$ cat src/rtl/timer_compare.sv
// rtl/timer_compare.sv - compare/interrupt unit behind the free-running timer, one-shot and periodic modes.
// Optional capture input is built when TIMER_CMP_CAPTURE_EN is defined.
module timer_compare #(
  parameter logic [31:0] CMP_RST = 32'hFFFF_FFFF
) (
  input  logic        clk,
  input  logic        rst_n,
  input  logic [4:0]  A,
  input  logic [31:0] WD,
  input  logic        WE,
  output logic [31:0] RD,
  input  logic [31:0] timer_val,
  input  logic        cap_in,
  output logic        irq
);

  typedef enum logic [1:0] {S_IDLE, S_ARMED, S_DONE} state_e;

  state_e      state_q, state_d;
  logic [2:0]  ctrl_q, ctrl_d;
  logic [31:0] cmp_q, cmp_d;
  logic [31:0] period_q, period_d;
  logic [31:0] tv_q;
  logic        pend_q, pend_d;
  logic        ovr_q, ovr_d;
  logic        done_q, done_d;
  logic [31:0] cap_val;
  logic        capf_val;

  logic [2:0]  sel;
  logic        ctrl_wr, cmp_wr, per_wr, stat_wr;
  logic        hit, hit_eff;

  assign sel     = A[4:2];
  assign ctrl_wr = WE && (sel == 3'd0);
  assign cmp_wr  = WE && (sel == 3'd1);
  assign per_wr  = WE && (sel == 3'd2);
  assign stat_wr = WE && (sel == 3'd3);

  // Only a count change can hit, so a divided (held) count fires once.
  assign hit     = (timer_val == cmp_q) && (timer_val != tv_q) && (state_q == S_ARMED);
  assign hit_eff = hit && !(ctrl_wr && !WD[0]);

  always_comb begin
    state_d  = state_q;
    ctrl_d   = ctrl_q;
    cmp_d    = cmp_q;
    period_d = period_q;
    pend_d   = pend_q;
    ovr_d    = ovr_q;
    done_d   = done_q;

    if (ctrl_wr) begin
      ctrl_d  = WD[2:0];
      state_d = WD[0] ? S_ARMED : S_IDLE;
      if (!WD[0]) done_d = 1'b0;
    end else if (hit) begin
      if (ctrl_q[1]) begin
        state_d = S_ARMED;
      end else begin
        state_d   = S_DONE;
        ctrl_d[0] = 1'b0;
        done_d    = 1'b1;
      end
    end

    if (cmp_wr)                      cmp_d = WD;
    else if (hit_eff && ctrl_q[1])   cmp_d = cmp_q + period_q;

    if (per_wr) period_d = WD;

    if (stat_wr && WD[0]) pend_d = 1'b0;
    if (stat_wr && WD[1]) ovr_d  = 1'b0;
    if (hit_eff) begin
      pend_d = 1'b1;
      if (pend_q) ovr_d = 1'b1;
    end
  end

  always_ff @(posedge clk or negedge rst_n) begin
    if (!rst_n) begin
      state_q  <= S_IDLE;
      ctrl_q   <= 3'd0;
      cmp_q    <= CMP_RST;
      period_q <= 32'd0;
      tv_q     <= 32'd0;
      pend_q   <= 1'b0;
      ovr_q    <= 1'b0;
      done_q   <= 1'b0;
    end else begin
      state_q  <= state_d;
      ctrl_q   <= ctrl_d;
      cmp_q    <= cmp_d;
      period_q <= period_d;
      tv_q     <= timer_val;
      pend_q   <= pend_d;
      ovr_q    <= ovr_d;
      done_q   <= done_d;
    end
  end

`ifdef TIMER_CMP_CAPTURE_EN
  logic [2:0]  cap_sync_q;
  logic [31:0] cap_q;
  logic        capf_q;
  logic        unused_addr;

  assign unused_addr = ^A[1:0];

  // Two synchronizer stages plus one history stage for edge detection.
  always_ff @(posedge clk or negedge rst_n) begin
    if (!rst_n) begin
      cap_sync_q <= 3'd0;
      cap_q      <= 32'd0;
      capf_q     <= 1'b0;
    end else begin
      cap_sync_q <= {cap_sync_q[1:0], cap_in};
      if (cap_sync_q[1] && !cap_sync_q[2]) begin
        cap_q  <= timer_val;
        capf_q <= 1'b1;
      end else if (stat_wr && WD[3]) begin
        capf_q <= 1'b0;
      end
    end
  end

  assign cap_val  = cap_q;
  assign capf_val = capf_q;
`else
  logic unused_inputs;

  assign unused_inputs = ^{A[1:0], cap_in};
  assign cap_val       = 32'd0;
  assign capf_val      = 1'b0;
`endif

  always_comb begin
    RD = 32'd0;
    case (sel)
      3'd0:    RD = {29'd0, ctrl_q};
      3'd1:    RD = cmp_q;
      3'd2:    RD = period_q;
      3'd3:    RD = {28'd0, capf_val, done_q, ovr_q, pend_q};
      3'd4:    RD = cap_val;
      default: RD = 32'd0;
    endcase
  end

  assign irq = pend_q & ctrl_q[2];

endmodule

$ cat config.mk
export PLATFORM = sky130hd
export DESIGN_NAME = timer_compare
export DESIGN_NICKNAME = d
export VERILOG_FILES = /design/src/rtl/timer_compare.sv
export SDC_FILE = /design/constraint.sdc
export NUM_CORES = 1
export LEC_CHECK = 0
export ABC_AREA = 0
export CAP_MARGIN = 20
export CELL_PAD_IN_SITES_DETAIL_PLACEMENT = 1
export CELL_PAD_IN_SITES_GLOBAL_PLACEMENT = 2
export CORE_UTILIZATION = 45
export CTS_BUF_LIST = sky130_fd_sc_hd__clkbuf_4
export CTS_CLUSTER_DIAMETER = 50
export DETAILED_ROUTE_END_ITERATION = 7
export DONT_BUFFER_PORTS = 1
export GPL_TIMING_DRIVEN = 0
export PLACE_DENSITY = 0.92
export SLEW_MARGIN = 20
export SYNTH_ARGS = -nofsm -noshare
export SYNTH_HDL_FRONTEND = slang
export SYNTH_SLANG_ARGS = --single-unit
$ cat constraint.sdc
create_clock -name clk -period 5.9 [get_ports clk]
set_input_delay 1.77 -clock clk [delete_from_list [all_inputs] [get_ports clk]]
set_output_delay 1.77 -clock clk [all_outputs]
set_load 0.005 [all_outputs]
# Yosys cells after proc, flatten, opt, wreduce, memory -nomap -nowiden
# Index checks and enable logic that the tools add are counted.
# W data, S select, Z words.
op_classes:
  add_sub_neg: 1
  n_eq_ne: 8
  n_mux: 19
  bitwise: 1
  reduce_logical: 19
ops:
  columns: ["op", "count"]
  rows:
  - ["$pmux W32 S4", 1]
  - ["$mux W32", 2]
  - ["$add A32 B32 Y32", 1]
  - ["$eq A32 B32 Y1", 1]
  - ["$ne A32 B32 Y1", 1]
  - ["$mux W1", 13]
  - ["$logic_and A1 B1 Y1", 11]
  - ["$eq A3 B2 Y1 const B", 2]
  - ["$mux W2", 3]
  - ["$reduce_bool A2 Y1", 3]
  - ["$eq A3 B1 Y1 const B", 1]
  - ["$logic_not A3 Y1", 1]
  - ["$reduce_and A3 Y1", 1]
  - ["$eq A2 B1 Y1 const B", 1]
  - ["$logic_not A1 Y1", 2]
  - ["$ne A2 B1 Y1 const B", 1]
  - ["$ne A2 B2 Y1 const B", 1]
  - ["$reduce_and A2 Y1", 1]
  - ["$and A1 B1 Y1", 1]
word_totals:
  register_bits: 104
  in_bits: 73
  elab_cells: 57

# Depth between registers and ports, before layout
# Gate-level depths: netlist of the first run.
depth:
  ltp_word: 8
  depth_mapped: 11
  ltp_nobuf: 11

# Worst setup path before layout of the first run
# Ideal clock, no wire load.
synth_timing:
  path_kind: "input port to output port"
  from: "in A[2]"
  to: "out RD[10]"
  t_arrival_ns: 3.150
  t_required_ns: 4.130
  setup_slack_ns: 0.980
  path_stages: 5
  cell_sequence: "clkbuf_1 -> nor3b_1 -> clkbuf_1 -> clkbuf_1 -> a22o_1"
synth_between:
  elab_chain_len: 2
  elab_cells_between_ends: 5
  cone_classes: "3 x eq/ne; 1 x mux; 1 x reduce/logical"
synth_lines:
  columns: ["element", "line", "source"]
  rows:
  - ["start, declared", "8", "input logic [4:0] A,"]
  - ["$eq A3 B2 Y1, or another cell as far along", "139", "case (sel)"]
  - ["$pmux W32 S4 *", "139", null]
  - ["end, declared", "11", "output logic [31:0] RD,"]
# Mark *: on every way between the ends. The rest lies on a longest branch, timed or not.

# Final worst setup path of the first run
layout_timing:
  from: "in A[3]"
  to: "out RD[22]"
# The elaborated chain is that of the path after synthesis.

==> results of run 1 <==
-- final cells by class --
type	instances	area, µm²
fill	1549	7060
multi-input combinational	495	3680
sequential	104	2640
tap	180	225
buffer	27	135
clock inverter	7	110
clock buffer	9	67.6
inverter	5	18.8
-- flip-flops by register name, indices dropped and copies added, names as in the netlist --
signal    flops
state_q       2
cmp_q        32
tv_q         32
done_q        1
pend_q        1
ctrl_q        3
period_q     32
ovr_q         1
-- metal layers --
metal / up-vias / GRT usage / part of all wire
li1: 2326 / - / -
met1: 2558 / 0.354 / 0.41
met2: 141 / 0.472 / 0.49
met3: 43 / 0.0566 / 0.065
met4: 0 / 0.128 / 0.031
met5: - / 0 / 0
-- power breakdown --
group / internal, µW / switching, µW / leakage (µW)
logic: 460 / 557 / 0.00160
clock network: 211 / 252 / 0.0000926
registers: 861 / 140 / 0.00120
total: 1530 / 949 / 0.00289
-- metrics by stage --
step | total power, µW | std cells | setup slack, ps
2_1_floorplan | 1760 | 631 | 980
3_3_place_gp | 1960 | 811 | 136
3_5_place_dp | 2010 | 811 | 75.8
4_1_cts | 2480 | 827 | 79.9
5_1_grt | 2630 | 827 | 101
6_report | 2480 | 827 | 193
-- worst max-delay path, stage by stage --
cell and delay [ps]:
clkbuf_1 250, nor3b_1 400, clkbuf_1 650, buf_1 570, a22o_1 290
-- cells in the mapped netlist (4+ instances only) --
cell      count  area, µm²
dfrtp_1      72       1800
a21oi_1      69        345
nor2_1       61        229
xor2_1       49        429
xnor2_1      42        368
mux2_2       37        417
dfstp_2      32        841
a22o_1       31        272
ha_1         31        388
nand2_1      25       93.8
o21ai_0      19       95.1
clkbuf_1     17       63.8
nand4_1      15       93.8
mux2i_1      14        140
a211oi_1     12       90.1
a21o_1       10       75.1
nor4_1       10       62.6
o211ai_1      6       45.0
o21bai_1      6       45.0
and3_1        5       31.3
inv_1         5       18.8
nor2b_1       5       31.3
buf_1         4       15.0
buf_6         4       45.0
nand3_1       4       20.0
nor3_1        4       20.0
o21a_1        4       30.0
-- logic make-up (layout without fill, tap and decap cells) --
family,Yosys count,after routing,synth area share
AOI/OAI and AO/OA,171,171,0.172
xor gates and xnor gates,91,91,0.123
adders and majority gates,32,32,0.0630
buffers and inverters,32,48,0.0236
DFF,104,104,0.408
muxes,54,54,0.0965
and+or+nand+nor,147,147,0.113
-- worst max-delay path by stage --
stage	end	slack [ps]	from	cells after the start
after floorplan	RD[10]	980	A[2]	5
after global placement	RD[22]	140	A[2]	5
after detailed placement	RD[22]	80	A[2]	5
after CTS	RD[22]	80	A[2]	5
after global routing	RD[30]	100	A[3]	5
final	RD[22]	190	A[3]	5
-- what timing repair did --
| action | 4_1_cts | 5_1_grt |
|---|---|---|
| endpoints found under the hold margin | 0 | 0 |
| resized for setup | 0 | 2 |
| endpoints found under the setup margin | 0 | 10 |
==> impl_metrics.ini, run 1 <==
[clock_network]
clockBufferDepth = 2
post-cts-setup-buffers = 0
numCtsBuffers = 9
cts.sinks = 104
htreeDepth = 3
cts_tree = built
clk_pin_slew_ps = 160
clock-root-buffer = clkbuf_4
clk_latency_ps = 490
cts_hold_buffers = 0

[critical_path]
end_kind = output port
worstSetupPathType = in2out
r2r_start = cmp_q[0]
rr_endpoint = cmp_q[28]
rrSetupSlack_ps = 2490
cp-start-kind = primary input
required_ps = 4130
rr_worst_depth = 11
cp_max_fo = 10
arrival_ps = 3940

[logic_synthesis]
synth_cell_types = 55
synth-seq-cells = 104
yosysWarnings = 0
synth_edf_count = 0
synth_area_per_cell_um2 = 10.3
synthFlopType = dfrtp_1
synth.net_count = 736
yosysSeqAreaShare = 0.408
syn_inst = 631
async_flop_share = 1.00
syn-cell-area_mm2 = 0.00647

[global_routing]
antenna_found_initial = 0
grt_max_degree = 105
grt_overflow = 0
grt_pass1_vias = 5519
grt_usage = 0.284
grt_pass1_wl_um = 30900

[sta]
hold_viol_final = 0
grt_setup_unrepaired = no
slew_viol_final = 0
tns_ps = 0
finClkSkew_ps = 19.1
hold_slack_ps = 531
finalCriticalPeriod_ps = 5710
relSlewSlack = 0.454
post-route-period-util = 0.967
tightest_slew_ps = 817
fmax_mhz = 175
setup_viol = 0

[min_path]
min_to = state_q[0]
whs_path_depth = 1
hp-class = reg2reg
hold_start = state_q[0]

[drt]
viasPerCell = 6.13
drt-total-wl_um = 20200
drt-wirelength-per-cell_um = 24.4
post-route-drc-count = 0
num_vias = 5068
ant_nets = 0
dr.pass1.iters = 4
drtIter0Drc = 263

[placed_design]
dp_hpwl_um = 15300
gp_congestion = 0.922
dpl_cell_area_mm2 = 0.00670
port_buffers = 0

[power]
powerDensity_mw_per_mm2 = 361
peakVddDrop_mv = 0.135
p_leak_uw = 0.00289

[final_layout]
layout_common_cells = 72 x dfrtp_1, 69 x a21oi_1, 61 x nor2_1
final_area_mm2 = 0.00688
area_delta_synth_final_pct = 6.25
final_common_cell = dfrtp_1
insertedDiodeCount = 0
drive_above_1_share = 0.153
final_util = 0.493
nets = 747

[floorplanning]
die_w_um = 122
core_area_mm2 = 0.0139
ioPinCount = 106
dieArea_mm2 = 0.0149
die_h_um = 122
fp-row-count = 43
start_util = 0.464

[outcome]
outcome = finished clean

[flow_run]
drv_cap = 0
Note: power is estimated with default switching activity, not from simulation.
==> run 2, diff against run 1 <==
--- a/config.mk
+++ b/config.mk
@@ -7,15 +7,13 @@
 export LEC_CHECK = 0
 export ABC_AREA = 0
 export CAP_MARGIN = 20
-export CELL_PAD_IN_SITES_DETAIL_PLACEMENT = 1
-export CELL_PAD_IN_SITES_GLOBAL_PLACEMENT = 2
-export CORE_UTILIZATION = 45
+export CORE_UTILIZATION = 60
 export CTS_BUF_LIST = sky130_fd_sc_hd__clkbuf_4
 export CTS_CLUSTER_DIAMETER = 50
 export DETAILED_ROUTE_END_ITERATION = 7
 export DONT_BUFFER_PORTS = 1
 export GPL_TIMING_DRIVEN = 0
-export PLACE_DENSITY = 0.92
+export PLACE_DENSITY = 0.81
 export SLEW_MARGIN = 20
 export SYNTH_ARGS = -nofsm -noshare
 export SYNTH_HDL_FRONTEND = slang
==> run 2 against run 1 <==
First-iteration DRC count is 51% higher. Clock power down 6.5%. Via count shrank 0.34%. Maximum frequency is 0.63% lower. Sequential cell count unchanged. Global-route usage grew 4.1 points. Sequential share of layout area up 0.35 points. Count of clock-buffer cells in the layout unchanged. Register-to-register slack better by 60 ps. Routed wire length shrank 14%. Setup slack lost 36 ps. Critical path type unchanged. Highest routed layer unchanged.
==> impl_metrics.ini, run 2 (synthesized netlist as in run 1, its figures left out) <==
[power]
p_comb_frac = 0.412
pwr-share-clk = 0.179
p_leak_uw = 0.00289
switching_share = 0.382
seq_power_share = 0.410
powerDensity_mw_per_mm2 = 355
power.total_uw = 2420
power_switching_uw = 924
p_int_uw = 1490
peakVddDrop_mv = 0.205

[final_layout]
area_delta_synth_final_pct = 5.28
drive_above_1_share = 0.158
insertedDiodeCount = 0
num-fill-cells = 846
nets = 747
final_area_mm2 = 0.00681
top_regs = cmp_q x32, period_q x32, tv_q x32
final_common_cell = dfrtp_1
layout_common_cells = 72 x dfrtp_1, 69 x a21oi_1, 61 x nor2_1

[global_routing]
grt_pass1_wl_um = 27200
antenna_found_initial = 0
grt_pass1_vias = 5070
grt_overflow = 0
grt_max_degree = 105
grt_usage = 0.325

[floorplanning]
die_h_um = 106
core_area_mm2 = 0.0104
ioPinCount = 106
start_util = 0.624
die_w_um = 106
fp-row-count = 37
dieArea_mm2 = 0.0112

[drt]
post-route-drc-count = 0
dr.pass1.iters = 5
wl_met2_um = 8110
drtIter0Drc = 396
ant_nets = 0
num_vias = 5051
routed-wl-met3_um = 1390
met1_length_um = 7490
top_layer_used = met4
viasPerCell = 6.45
drt-total-wl_um = 17400
drt-wirelength-per-cell_um = 22.2

[critical_path]
crit_path_frequent_cell = clkbuf_1
cp_max_fo = 10
cp-start-kind = primary input
end_kind = output port
arrival_ps = 3970
crit_slowest_cell = clkbuf_1
required_ps = 4130
worstSetupPathType = in2out
crit_buf_inv = 3
path_cells = clkbuf_1, nor3b_1, clkbuf_1, buf_1, a22o_1
slowest_delay_ps = 680
cpLargestDelayFamily = buffers and inverters

[sta]
post-route-period-util = 0.973
tns_ps = 0
tightest_slew_ps = 828
grt_setup_unrepaired = no
relSlewSlack = 0.448
fmax_mhz = 174
hold_viol_final = 0
fin_ws_ps = 157
setup_viol = 0
slew_viol_final = 0
finalCriticalPeriod_ps = 5740
finClkSkew_ps = 24.0

[outcome]
outcome = finished clean

[clock_network]
post-cts-setup-buffers = 0
clockBufferDepth = 2
clk_pin_slew_ps = 150
cts.sinks = 104
cts_resized = 0
htreeDepth = 3
cts_tree = built
clk_latency_ps = 470
cts_hold_buffers = 0
clock-root-buffer = clkbuf_4
numCtsBuffers = 9

[min_path]
hp-class = reg2reg

[flow_run]
drv_cap = 0

[placed_design]
gp_congestion = 0.941
port_buffers = 0
dp_hpwl_um = 13000
pre_cts_ws_ps = 24.7
dpl_cell_area_mm2 = 0.00664
run 2: cell types whose count changed in the layout (fill, tap and decap cells not counted), sizes merged:
cell / before / now
bufinv: 3 / 2
clkinvlp: 0 / 1
inv: 5 / 7
clkinv: 4 / 2
run 2: power groups by stage:
stage	Combinational, µW	Sequential (µW)	Clock, µW
3_3_place_gp	947	994	0
3_5_place_dp	969	1000	0
4_1_cts	977	987	436
2_1_floorplan	804	953	0
6_report	995	990	433
5_1_grt	1090	1010	466
run 2: path summary, 6_finish.rpt:
| kind | start | endpoint | slack, ps | depth (start not counted) |
|---|---|---|---|---|
| setup / recovery | A[3] | RD[22] | 160 | 5 |
| hold reg to reg | ovr_q | ovr_q | 510 | 2 |
| min in group asynchronous | rst_n | period_q[7] | 950 | 0 |
| setup reg to reg | cmp_q[0] | cmp_q[30] | 2550 | 11 |
| hold / removal | ovr_q | ovr_q | 510 | 2 |
| max in group asynchronous | rst_n | cmp_q[29] | 4710 | 0 |
run 2: worst reg2reg max path: stages, from the launching register on:
cell and delay [ps]:
dfstp_2 430, ha_1 240, fa_1 440, a211oi_1 390, o21ai_0 170, a21oi_1 420, a211oi_1 160, o21ai_0 410
a211oi_1 170, xnor2_1 180, mux2i_1 100, a21oi_1 170
run 2: layout make-up:
type	instances	area (µm²)	share of cell area
multi-input combinational	495	3680	0.540
sequential	104	2640	0.388
tap	136	170	0.0250
buffer	27	135	0.0198
clock inverter	7	103	0.0151
clock buffer	9	67.6	0.00992
inverter	5	18.8	0.00275
run 2: layer usage:
layer  track usage  up-vias
met1         0.437     2483
met3        0.0705       35
met5             0        -
met4         0.130        0
li1              -     2321
met2         0.511      212
run 2: metrics by stage:
stage / hold slack [ps] / cells / util
2_1_floorplan: 443 / 631 / -
3_3_place_gp: 461 / 767 / 0.640
3_5_place_dp: 478 / 767 / 0.640
4_1_cts: 511 / 783 / 0.657
5_1_grt: 559 / 783 / 0.657
6_report: 505 / 783 / 0.657
